$ cat src/rtl/alu_share_arbiter.sv
// alu_share_arbiter
// Shares one combinational ALU between two requesters (port 0 = execute
// path, port 1 = branch/address helper). Round-robin arbitration, one ALU
// operation per cycle, results registered into a per-port response slot
// (1-cycle latency).
//
// Handshake rule (both request and response channels): a transfer happens
// in a cycle where valid and ready are both high at the rising clock edge;
// the initiator holds its payload stable while valid=1 and ready=0.
//
// Optional build macro: ALU_ARB_STATS_EN adds saturating 16-bit grant and
// conflict counters plus a synchronous clear input (stat_clr).

module alu_share_arbiter #(
  parameter int DATA_W = 32,
  parameter int CTL_W  = 4
) (
  input  logic              clk,
  input  logic              rst_n,

  input  logic              req0_valid,
  output logic              req0_ready,
  input  logic [CTL_W-1:0]  req0_ctl,
  input  logic [DATA_W-1:0] req0_a,
  input  logic [DATA_W-1:0] req0_b,
  output logic              rsp0_valid,
  input  logic              rsp0_ready,
  output logic [DATA_W-1:0] rsp0_data,
  output logic              rsp0_zero,

  input  logic              req1_valid,
  output logic              req1_ready,
  input  logic [CTL_W-1:0]  req1_ctl,
  input  logic [DATA_W-1:0] req1_a,
  input  logic [DATA_W-1:0] req1_b,
  output logic              rsp1_valid,
  input  logic              rsp1_ready,
  output logic [DATA_W-1:0] rsp1_data,
  output logic              rsp1_zero,

  output logic [CTL_W-1:0]  alu_ctl,
  output logic [DATA_W-1:0] alu_a,
  output logic [DATA_W-1:0] alu_b,
  input  logic [DATA_W-1:0] alu_out,
  input  logic              alu_zero
`ifdef ALU_ARB_STATS_EN
  ,
  input  logic              stat_clr,
  output logic [15:0]       stat_grant0,
  output logic [15:0]       stat_grant1,
  output logic [15:0]       stat_conflict
`endif
);

  // Round-robin pointer: 0 means port 0 wins the next conflict.
  logic              r_ptr;

  // Response slots.
  logic              r_rsp0_valid;
  logic [DATA_W-1:0] r_rsp0_data;
  logic              r_rsp0_zero;
  logic              r_rsp1_valid;
  logic [DATA_W-1:0] r_rsp1_data;
  logic              r_rsp1_zero;

  logic              w_elig0;
  logic              w_elig1;
  logic              w_both;
  logic              w_gnt0;
  logic              w_gnt1;

  // A port may issue when its slot is empty or is being drained this cycle.
  assign w_elig0 = req0_valid && (!r_rsp0_valid || rsp0_ready);
  assign w_elig1 = req1_valid && (!r_rsp1_valid || rsp1_ready);
  assign w_both  = w_elig0 && w_elig1;

  // Grant selection: a lone eligible port wins; on conflict the pointer decides.
  always_comb begin
    w_gnt0 = 1'b0;
    w_gnt1 = 1'b0;
    if (w_both) begin
      w_gnt0 = !r_ptr;
      w_gnt1 = r_ptr;
    end else begin
      w_gnt0 = w_elig0;
      w_gnt1 = w_elig1;
    end
  end

  assign req0_ready = w_gnt0;
  assign req1_ready = w_gnt1;

  // ALU operand mux; idle cycles present all-zero inputs.
  always_comb begin
    alu_ctl = '0;
    alu_a   = '0;
    alu_b   = '0;
    if (w_gnt0) begin
      alu_ctl = req0_ctl;
      alu_a   = req0_a;
      alu_b   = req0_b;
    end else if (w_gnt1) begin
      alu_ctl = req1_ctl;
      alu_a   = req1_a;
      alu_b   = req1_b;
    end
  end

  // Pointer moves to the losing port only after a real conflict.
  always_ff @(posedge clk or negedge rst_n) begin
    if (!rst_n) begin
      r_ptr <= 1'b0;
    end else if (w_both) begin
      r_ptr <= w_gnt0;
    end
  end

  // Port 0 slot: refill on grant, otherwise clear valid on drain.
  always_ff @(posedge clk or negedge rst_n) begin
    if (!rst_n) begin
      r_rsp0_valid <= 1'b0;
      r_rsp0_data  <= '0;
      r_rsp0_zero  <= 1'b0;
    end else if (w_gnt0) begin
      r_rsp0_valid <= 1'b1;
      r_rsp0_data  <= alu_out;
      r_rsp0_zero  <= alu_zero;
    end else if (r_rsp0_valid && rsp0_ready) begin
      r_rsp0_valid <= 1'b0;
    end
  end

  // Port 1 slot: refill on grant, otherwise clear valid on drain.
  always_ff @(posedge clk or negedge rst_n) begin
    if (!rst_n) begin
      r_rsp1_valid <= 1'b0;
      r_rsp1_data  <= '0;
      r_rsp1_zero  <= 1'b0;
    end else if (w_gnt1) begin
      r_rsp1_valid <= 1'b1;
      r_rsp1_data  <= alu_out;
      r_rsp1_zero  <= alu_zero;
    end else if (r_rsp1_valid && rsp1_ready) begin
      r_rsp1_valid <= 1'b0;
    end
  end

  assign rsp0_valid = r_rsp0_valid;
  assign rsp0_data  = r_rsp0_data;
  assign rsp0_zero  = r_rsp0_zero;
  assign rsp1_valid = r_rsp1_valid;
  assign rsp1_data  = r_rsp1_data;
  assign rsp1_zero  = r_rsp1_zero;

`ifdef ALU_ARB_STATS_EN
  logic [15:0] r_stat_grant0;
  logic [15:0] r_stat_grant1;
  logic [15:0] r_stat_conflict;

  // Saturating usage counters; a clear wins over a same-cycle increment.
  always_ff @(posedge clk or negedge rst_n) begin
    if (!rst_n) begin
      r_stat_grant0   <= '0;
      r_stat_grant1   <= '0;
      r_stat_conflict <= '0;
    end else if (stat_clr) begin
      r_stat_grant0   <= '0;
      r_stat_grant1   <= '0;
      r_stat_conflict <= '0;
    end else begin
      if (w_gnt0 && (r_stat_grant0 != 16'hFFFF)) begin
        r_stat_grant0 <= r_stat_grant0 + 16'd1;
      end
      if (w_gnt1 && (r_stat_grant1 != 16'hFFFF)) begin
        r_stat_grant1 <= r_stat_grant1 + 16'd1;
      end
      if (w_both && (r_stat_conflict != 16'hFFFF)) begin
        r_stat_conflict <= r_stat_conflict + 16'd1;
      end
    end
  end

  assign stat_grant0   = r_stat_grant0;
  assign stat_grant1   = r_stat_grant1;
  assign stat_conflict = r_stat_conflict;
`endif

endmodule

$ cat config.mk
export PLATFORM = sky130hd
export DESIGN_NAME = alu_share_arbiter
export DESIGN_NICKNAME = d
export VERILOG_FILES = /design/src/rtl/alu_share_arbiter.sv
export SDC_FILE = /design/constraint.sdc
export NUM_CORES = 1
export LEC_CHECK = 0
export CAP_MARGIN = 20
export CELL_PAD_IN_SITES_DETAIL_PLACEMENT = 1
export CELL_PAD_IN_SITES_GLOBAL_PLACEMENT = 1
export CORE_ASPECT_RATIO = 0.75
export CORE_MARGIN = 2
export CORE_UTILIZATION = 22
export CTS_CLUSTER_DIAMETER = 100
export DETAILED_ROUTE_END_ITERATION = 16
export GPL_TIMING_DRIVEN = 0
export PLACE_DENSITY_LB_ADDON = 0.08
export SYNTH_ARGS = -nofsm -noshare
export SYNTH_HDL_FRONTEND = slang
export SYNTH_SLANG_ARGS = --single-unit
export TNS_END_PERCENT = 20
$ cat constraint.sdc
create_clock -name clk -period 2.4 [get_ports clk]
set_input_delay 0.48 -clock clk [delete_from_list [all_inputs] [get_ports clk]]
set_output_delay 0.48 -clock clk [all_outputs]
set_load 0.01 [all_outputs]
==> results of run 1 <==
[cell type report]
cell class	count	area [um^2]	share of cell area, %
multi-input combinational	142	1450	20.8
sequential	69	1730	24.9
clock buffer	11	253	3.64
inverter	2	7.51	0.108
clock inverter	4	47.5	0.685
tap	205	256	3.69
timing repair buffer	324	2950	42.5
buffer	19	256	3.69
[registers in the layout (all words and copies together), names as in the netlist]
name and cells:
rsp0_valid 1, rsp1_valid 1, r_ptr 1, rsp1_data 32
rsp1_zero 1, rsp0_zero 1, rsp0_data 32
[cells by family after synthesis]
group,after synthesis,share of synthesized area (%)
and+or+nand+nor,4,1.09
buffers and inverters,24,8.76
muxes,66,21.5
xor gates and xnor gates,1,0.253
AOI/OAI and AO/OA,71,18.5
DFF,69,49.9
[synth_stat cells]
cell       n
nand4b_1   1
dfrtp_1   69
a22o_1    68
buf_12     8
inv_1      2
or2_2      1
mux2_2    64
xnor2_1    1
mux2_1     2
buf_2      3
a21o_1     1
nor2b_2    1
o311a_1    1
nand2b_4   1
buf_4      1
buf_6     10
a311oi_4   1
[per-stage QoR]
stage	cells	utilization, %
2_1_floorplan	235	-
3_3_place_gp	752	44.6
3_5_place_dp	752	44.6
4_1_cts	773	45.2
5_1_grt	776	45.3
6_report	776	45.3
[worst register-to-register path, cell delays in order (launching register included)]
cell	delay, ns
dfrtp_1	0.42
nand2b_4	0.10
buf_4	0.12
o311a_4	0.32
buf_4	0.16
buf_2	0.27
mux2_2	0.38
[repair_timing]
action | in CTS | in global routing
endpoints found under the setup margin | 70 | 68
cloned | 0 | 1
gates resized for setup | 292 | 8
buffers inserted | 7 | 4
pin swaps | 6 | 5
[how the worst max path moves through the flow]
stage,depth (start not counted),start,end,slack (ns)
CTS,6,rsp0_valid,alu_ctl[0],-0.08
floorplan,5,rsp1_ready,alu_b[25],0.37
global placement,1,rst_n,rsp0_data[16],-1.46
finish,7,rsp0_valid,alu_a[0],0.03
global route,7,rsp0_valid,alu_a[0],-0.05
detailed placement,7,rsp1_ready,alu_b[14],-0.79
[metal layers]
| metal | part of all wire [%] | vias to the layer above |
|---|---|---|
| met3 | 8.0 | 12 |
| met5 | 0 | - |
| li1 | - | 1566 |
| met1 | 40 | 1665 |
| met4 | 0.85 | 0 |
| met2 | 51 | 131 |
[power by group through the flow]
stage / logic, mW / clock network, mW / registers, mW
2_1_floorplan: 1.08 / 0 / 1.96
3_3_place_gp: 3.04 / 0 / 1.77
6_report: 2.93 / 1.33 / 1.78
5_1_grt: 3.10 / 1.43 / 1.84
4_1_cts: 2.96 / 1.38 / 1.79
3_5_place_dp: 3.07 / 0 / 1.80
==> run_results.csv, run 1 <==
group,metric,value,unit
worst_setup_path,crit_path_end_kind,"output pin",
drt,drc,0,
floorplanning,fp.dieW,149,um
worst_setup_path,timing.setup.critical_path_class,"flip-flop to output pin",
drt,routedWlPerCell,20.0,um
clock_tree,cts_htree_levels,3,
floorplanning,num_rows,39,
clock_tree,tritoncts.num_buffers,9,
pwr,p_int,4.19,mW
worst_setup_path,reg2reg_depth,6,
global_route,grt_first_pass_wirelength,22300,um
worst_setup_path,critical_path_buf_inv_count,4,
layout,synthToLayoutAreaGrowth,101,%
worst_setup_path,cp_data_required_time,1.92,ns
layout,layout.cell_area.non_filler,6950,um^2
clock_tree,clock_tree.root_cell,"clkbuf_16",
worst_setup_path,path_max_fanout,6,
global_route,grt_pass1_vias,3542,
layout,insertedDiodeCount,0,
clock_tree,cts-root-to-sink-buffers,2,
drt,dr_total_vias,3374,
run_status,outcome,"finished, final reports clean",
pwr,cellLeakagePower,3.01,nW
timing,fin_ws,0.0276,ns
layout,drive_gt1_share,32.6,%
pwr,switching_power,1.84,mW
layout,most_common_cell_after_layout_fill_and_taps_aside,"clkdlybuf4s50_1",
yosys,post-synth-top-area-fraction,49.9,%
timing,max_slew_margin,40.7,%
timing,period_needed,2.37,ns
min_path,worstHoldPathType,"input pin to async pin",
yosys,synth_nets,410,
timing,timing.final.hold_violations,0,
floorplanning,die-height,113,um
worst_setup_path,cp_dominant_cell_by_count,"buf_12",
placed_design,finalWeightedCongestion,0.781,
global_route,groute.layer.met3.usage,6.30,%
pwr,irDropWorstVdd,399,uV
run,max_cap_viol_count,0,
clock_tree,clock-sinks,69,
timing,timing.final.setup_violations,0,
pwr,ratio_of_total_power_to_cell_area,869,nW/um^2
yosys,ys_warn_count,0,
layout,num-nets-final,742,
pwr,swShare,30.6,%
clock_tree,worstSkewPairLatency,0.33,ns
worst_setup_path,worst_ep_arrival_time,1.89,ns
clock_tree,cts_tree,"yes",
floorplanning,floorplan.initialDensity,22.6,%
global_route,grt_usage,17.6,%
clock_tree,clk_pin_slew_worst_paths,0.06,ns
worst_setup_path,crit-reg2reg-capture,"rsp1_data[26]",
drt,post_drt_via_cell_ratio,4.35,
layout,layout.cells.most_common_list,"clkdlybuf4s50_1, a22o_1, dfrtp_1",
drt,route.antenna.remaining_nets,0,
placed_design,dp_worst_setup_slack,-0.785,ns
timing,hold-worst-slack,0.277,ns
floorplanning,design.core.area,15300,um^2
yosys,netlist_area,3460,um^2
pwr,comb_power_share,48.5,%
global_route,grt_start_max_net_pins,70,
floorplanning,top_level_ports,313,
floorplanning,die_area,16700,um^2
timing,fmax,422,MHz
yosys,ys_types,17,
drt,wire_length_reported_by_the_detailed_router,15500,um
yosys,synth.yosys.seq_area_share,49.9,%
yosys,yosys-top-cells-area,"dfrtp_1, mux2_2, a22o_1",
timing,unrepaired_setup_endpoints_after_global_routing,"yes",
yosys,synthesis.area_per_instance,14.7,um^2
pwr,pwr-share-clk,22.1,%
clock_tree,cts_hold_buffers,0,
timing,fin_setup_tns,0,ns
timing,slew_viol_final,0,
placed_design,place_hpwl,12400,um
worst_setup_path,startpoint_type,"flip-flop",
timing,fin_crit_sh,98.8,%
global_route,grt_antenna_before_repair,0,
pwr,total_power,6.03,mW
timing,clock_skew,0.00269,ns
worst_setup_path,timing.critical_path.slowest_cell_delay,0.38,ns
pwr,seq_power_share,29.4,%
drt,detailedRoute.firstIterationViolations,56,
timing,worst_max_slew_pin_slew,0.889,ns
yosys,netlist.top_cell.by_area,"dfrtp_1",
yosys,netlist_instances,235,
worst_setup_path,rr_startpoint,"rsp1_valid",
global_route,groute.layer.met1.usage,20.6,%
global_route,grt_use_met2,31.2,%
drt,dr.pass1.iters,4,
worst_setup_path,timing.critical_path.cells,"nor2b_4, a311oi_4, buf_12, buf_12, buf_12, a22o_1, buf_2",
global_route,grt-busiest-layer,"met2",
yosys,synth.ff_latch_count,69,
worst_setup_path,top_family_by_delay_on_critical_path,"buffers and inverters",
worst_setup_path,regToRegSetupSlack,0.53,ns
layout,fillers,1667,
placed_design,port_buffers,312,
placed_design,placed_cell_area,6840,um^2
global_route,grt_overflow,0,
worst_setup_path,crit_slowest_cell,"dfrtp_1",
No activity file was read; power rests on OpenSTA's default activity.
==> inputs of run 2 (changes only) <==
Settings changed: REMOVE_ABC_BUFFERS set to 1.
==> run_results.csv, run 2 (same netlist as run 1, synthesis figures left out) <==
group,metric,value,unit
global_route,grt_start_max_net_pins,70,
floorplanning,num_rows,39,
worst_setup_path,cp_data_required_time,1.92,ns
pwr,seq_power_share,26.6,%
clock_tree,clock-sinks,69,
pwr,total_power,6.68,mW
drt,detailedRoute.firstIterationViolations,100,
placed_design,dpl.cell_count,737,
timing,timing.final.hold_violations,0,
layout,num-nets-final,762,
run_status,outcome,"finished, violations left",
clock_tree,worstSkewPairLatency,0.33,ns
placed_design,place_hpwl,11300,um
global_route,grt_first_pass_wirelength,23800,um
worst_setup_path,timing.critical_path.cells,"dlygate4sd2_1, nor2b_4, a311oi_4, buf_8, buf_6, buf_12, buf_12, buf_8, a22o_4, buf_6",
drt,routedWlPerCell,21.3,um
clock_tree,cts_hold_buffers,0,
min_path,worstHoldPathType,"input pin to async pin",
layout,most_common_cell_after_layout_fill_and_taps_aside,"clkdlybuf4s50_1",
timing,fin_ws,-0.0414,ns
worst_setup_path,path_max_fanout,4,
pwr,swShare,29.8,%
worst_setup_path,timing.setup.critical_path_class,"input pin to output pin",
layout,layout.cell_area.non_filler,7460,um^2
pwr,comb_power_share,49.6,%
timing,worst_max_slew_pin_slew,0.917,ns
pwr,p_int,4.69,mW
timing,fin_setup_tns,-0.390,ns
clock_tree,clock_tree.root_cell,"clkbuf_16",
layout,stdcell_count,797,
worst_setup_path,startpoint_type,"input pin",
worst_setup_path,rr_startpoint,"rsp1_valid",
drt,route.antenna.remaining_nets,0,
placed_design,port_buffers,312,
global_route,grt_overflow,0,
floorplanning,top_level_ports,313,
drt,drc,0,
timing,timing.final.setup_violations,20,
clock_tree,tritoncts.num_buffers,9,
timing,slew_viol_final,0,
clock_tree,cts_tree,"yes",
floorplanning,die-height,113,um
clock_tree,cts_htree_levels,3,
timing,clock_skew,0.00667,ns
clock_tree,clk_pin_slew_worst_paths,0.06,ns
floorplanning,design.core.area,15300,um^2
floorplanning,fp.dieW,149,um
timing,fin_crit_sh,102,%
run_status,failed_checks,"setup timing",
worst_setup_path,crit-reg2reg-capture,"rsp1_data[6]",
worst_setup_path,timing.critical_path.slowest_cell_delay,0.26,ns
layout,insertedDiodeCount,0,
timing,period_needed,2.44,ns
global_route,grt_pass1_vias,3929,
drt,dr.pass1.iters,4,
timing,hold-worst-slack,0.270,ns
timing,unrepaired_setup_endpoints_after_global_routing,"yes",
global_route,grt_usage,19.0,%
worst_setup_path,reg2reg_depth,7,
pwr,switching_power,1.99,mW
global_route,grt_antenna_before_repair,0,
worst_setup_path,crit_slowest_cell,"dlygate4sd2_1",
worst_setup_path,worst_ep_arrival_time,1.96,ns
floorplanning,floorplan.initialDensity,22.6,%
placed_design,finalWeightedCongestion,0.748,
timing,max_slew_margin,38.9,%
layout,layout.cells.most_common_list,"clkdlybuf4s50_1, dfrtp_1, a22o_1",
pwr,irDropWorstVdd,419,uV
worst_setup_path,regToRegSetupSlack,0.48,ns
clock_tree,cts-root-to-sink-buffers,2,
layout,synthToLayoutAreaGrowth,116,%
pwr,pwr-share-clk,23.8,%
run,max_cap_viol_count,0,
placed_design,placed_cell_area,6670,um^2
timing,fmax,410,MHz
floorplanning,die_area,16700,um^2
pwr,ratio_of_total_power_to_cell_area,895,nW/um^2
layout,drive_gt1_share,35.1,%
drt,wire_length_reported_by_the_detailed_router,17000,um
drt,post_drt_via_cell_ratio,4.45,
drt,dr_total_vias,3550,
worst_setup_path,crit_path_end_kind,"output pin",
pwr,cellLeakagePower,3.23,nW
-- run 2: what timing repair did --
item                                    CTS  global route
endpoints found under the setup margin   73            69
gates cloned                              8             5
pin swaps                                36            23
setup buffers                            21            16
endpoints found under the hold margin     0             0
gates resized for setup                 295            35
-- run 2: per-stage QoR --
stage | setup WS (ns) | util [%]
finish | -0.0414 | 48.7
global route | -0.105 | 48.7
CTS | -0.171 | 47.3
detailed placement | -1.27 | 43.5
global placement | -3.95 | 42.7
floorplan | -1.51 | -
-- run 2: area by class of cell --
| cell class | count | area [um^2] |
|---|---|---|
| multi-input cells | 143 | 1470 |
| well taps | 205 | 256 |
| flip-flops and latches | 69 | 1730 |
| fillers | 1620 | 7870 |
| inverters | 2 | 7.51 |
| repair buffers | 362 | 3640 |
| clock inverters | 3 | 90.1 |
| clock buffers | 13 | 270 |
-- run 2: critical path, delay by kind of cell --
| kind | cells | cell delay, ns |
|---|---|---|
| buffers and inverters | 7 | 1.02 |
| AO/OA/AOI/OAI | 2 | 0.29 |
| AND/OR/NAND/NOR | 1 | 0.17 |
-- run 2: power by group through the flow --
stage,clock [mW],combinational [mW],sequential (mW)
floorplan,0,0.927,1.96
global placement,0,2.93,1.76
detailed placement,0,2.95,1.79
CTS,1.63,3.18,1.78
global route,1.69,3.50,1.84
finish,1.59,3.31,1.78
-- run 2: routing by layer --
layer	share of wire, %	up-vias	track usage [%]
li1	-	1630	-
met1	40	1741	22.4
met2	50	172	33.3
met3	9.3	7	7.97
met4	0.51	0	2.41
met5	0	-	0
-- run 2: worst max path at each step --
stage                          start        end  slack (ns)  cells after the start
final                     rsp0_ready  alu_a[16]       -0.04                     10
after global routing      rsp0_valid  alu_b[23]       -0.10                      9
after CTS                 rsp0_valid  alu_a[15]       -0.17                      8
after detailed placement  rsp1_ready  alu_a[15]       -1.27                      8
after global placement    rsp1_ready   alu_a[0]       -3.95                      5
after floorplan           rsp1_ready   alu_a[0]       -1.51                      3
==> inputs of run 3 (changes only) <==
Settings changed: TNS_END_PERCENT 20 to 50.
==> run_results.csv, run 3 (same netlist as run 1, synthesis figures left out) <==
group,metric,value,unit
floorplanning,floorplan.initialDensity,22.6,%
timing,max_slew_margin,40.0,%
placed_design,port_buffers,312,
global_route,grt_overflow,0,
drt,route.antenna.remaining_nets,0,
floorplanning,top_level_ports,313,
clock_tree,clock-sinks,69,
worst_setup_path,startpoint_type,"input pin",
pwr,irDropWorstVdd,421,uV
floorplanning,fp.dieW,149,um
drt,detailedRoute.firstIterationViolations,108,
clock_tree,worstSkewPairLatency,0.33,ns
run_status,failed_checks,"setup timing",
floorplanning,design.core.area,15300,um^2
timing,timing.final.setup_violations,7,
timing,slew_viol_final,0,
timing,fmax,410,MHz
layout,most_common_cell_after_layout_fill_and_taps_aside,"clkdlybuf4s50_1",
layout,fillers,1625,
clock_tree,tritoncts.num_buffers,9,
layout,drive_gt1_share,35.2,%
worst_setup_path,path_max_fanout,4,
placed_design,dp_worst_setup_slack,-1.27,ns
drt,dr_total_vias,3550,
drt,dr.pass1.iters,4,
clock_tree,cts_tree,"yes",
floorplanning,num_rows,39,
clock_tree,cts-root-to-sink-buffers,2,
timing,fin_ws,-0.0400,ns
clock_tree,cts_hold_buffers,0,
floorplanning,die_area,16700,um^2
drt,routedWlPerCell,21.2,um
worst_setup_path,regToRegSetupSlack,0.51,ns
clock_tree,cts_htree_levels,3,
timing,clock_skew,0.00731,ns
layout,num-nets-final,763,
drt,wire_length_reported_by_the_detailed_router,16900,um
clock_tree,clock_tree.root_cell,"clkbuf_16",
global_route,grt_first_pass_wirelength,24200,um
layout,synthToLayoutAreaGrowth,115,%
layout,insertedDiodeCount,0,
drt,post_drt_via_cell_ratio,4.45,
pwr,cellLeakagePower,3.23,nW
timing,timing.final.hold_violations,0,
placed_design,place_hpwl,11300,um
layout,layout.cell_area.non_filler,7450,um^2
min_path,worstHoldPathType,"input pin to async pin",
placed_design,finalWeightedCongestion,0.748,
timing,fin_crit_sh,102,%
global_route,grt_pass1_vias,3966,
clock_tree,clk_pin_slew_worst_paths,0.06,ns
timing,worst_max_slew_pin_slew,0.899,ns
timing,unrepaired_setup_endpoints_after_global_routing,"yes",
worst_setup_path,crit_path_end_kind,"output pin",
pwr,total_power,6.67,mW
pwr,ratio_of_total_power_to_cell_area,896,nW/um^2
floorplanning,die-height,113,um
run,max_cap_viol_count,0,
layout,layout.cells.most_common_list,"clkdlybuf4s50_1, dfrtp_1, a22o_1",
run_status,outcome,"finished, violations left",
worst_setup_path,timing.setup.critical_path_class,"input pin to output pin",
timing,period_needed,2.44,ns
global_route,grt_start_max_net_pins,70,
global_route,grt_antenna_before_repair,0,
placed_design,placed_cell_area,6670,um^2
global_route,grt_usage,19.4,%
worst_setup_path,cp_data_required_time,1.92,ns
drt,drc,0,
worst_setup_path,worst_ep_arrival_time,1.96,ns
layout,final_core_util,48.6,%
run 3: per-stage QoR:
stage               TNS [ns]  instances  hold WS [ns]
floorplan            -178.39        213         0.184
global placement     -569.25        730         0.469
detailed placement    -83.81        737         0.476
CTS                    -4.40        787         0.321
global route           -2.85        798         0.337
finish               -0.0941        798         0.289
run 3: layer usage:
| metal | track usage, % | routed length, um | up-vias |
|---|---|---|---|
| met2 | 34.1 | 8550 | 169 |
| met5 | 0 | 0 | - |
| met3 | 7.97 | 1570 | 9 |
| li1 | - | - | 1634 |
| met4 | 2.41 | 98 | 0 |
| met1 | 22.9 | 6660 | 1738 |
run 3: final cells by class:
cell class | count | area [um^2] | area share (%)
clock inverters | 3 | 90.1 | 1.21
repair buffers | 363 | 3630 | 48.7
clock buffers | 13 | 270 | 3.63
well taps | 205 | 256 | 3.44
inverters | 2 | 7.51 | 0.101
multi-input cells | 143 | 1470 | 19.7
flip-flops and latches | 69 | 1730 | 23.2
run 3: what timing repair did:
action / in CTS / in global routing
cloned: 10 / 2
endpoints found under the setup margin: 73 / 65
resized for setup: 301 / 32
setup buffers: 24 / 15
pin swaps: 32 / 21
run 3: path summary, 6_finish.rpt:
path / startpoint / cells after the start / to
min in group clk: rsp0_data[20] / 1 / rsp0_data[20]
worst max register to register: rsp1_valid / 7 / rsp1_data[20]
max in group asynchronous: rst_n / 1 / r_ptr
worst min-delay path: rst_n / 1 / rsp0_valid
worst max-delay path: rsp0_ready / 10 / alu_a[16]
worst min register to register: rsp0_data[20] / 1 / rsp0_data[20]
run 3: report_power, final:
part / internal [mW] / switching, mW
clock network: 1.10 / 0.483
logic: 2.02 / 1.29
registers: 1.56 / 0.216
total: 4.68 / 1.99
run 3: critical path, cell delays in order:
cell,delay (ns)
dlygate4sd2_1,0.26
nor2b_4,0.17
a311oi_4,0.06
buf_8,0.15
buf_6,0.12
buf_12,0.12
buf_12,0.12
buf_8,0.12
a22o_4,0.23
buf_6,0.12
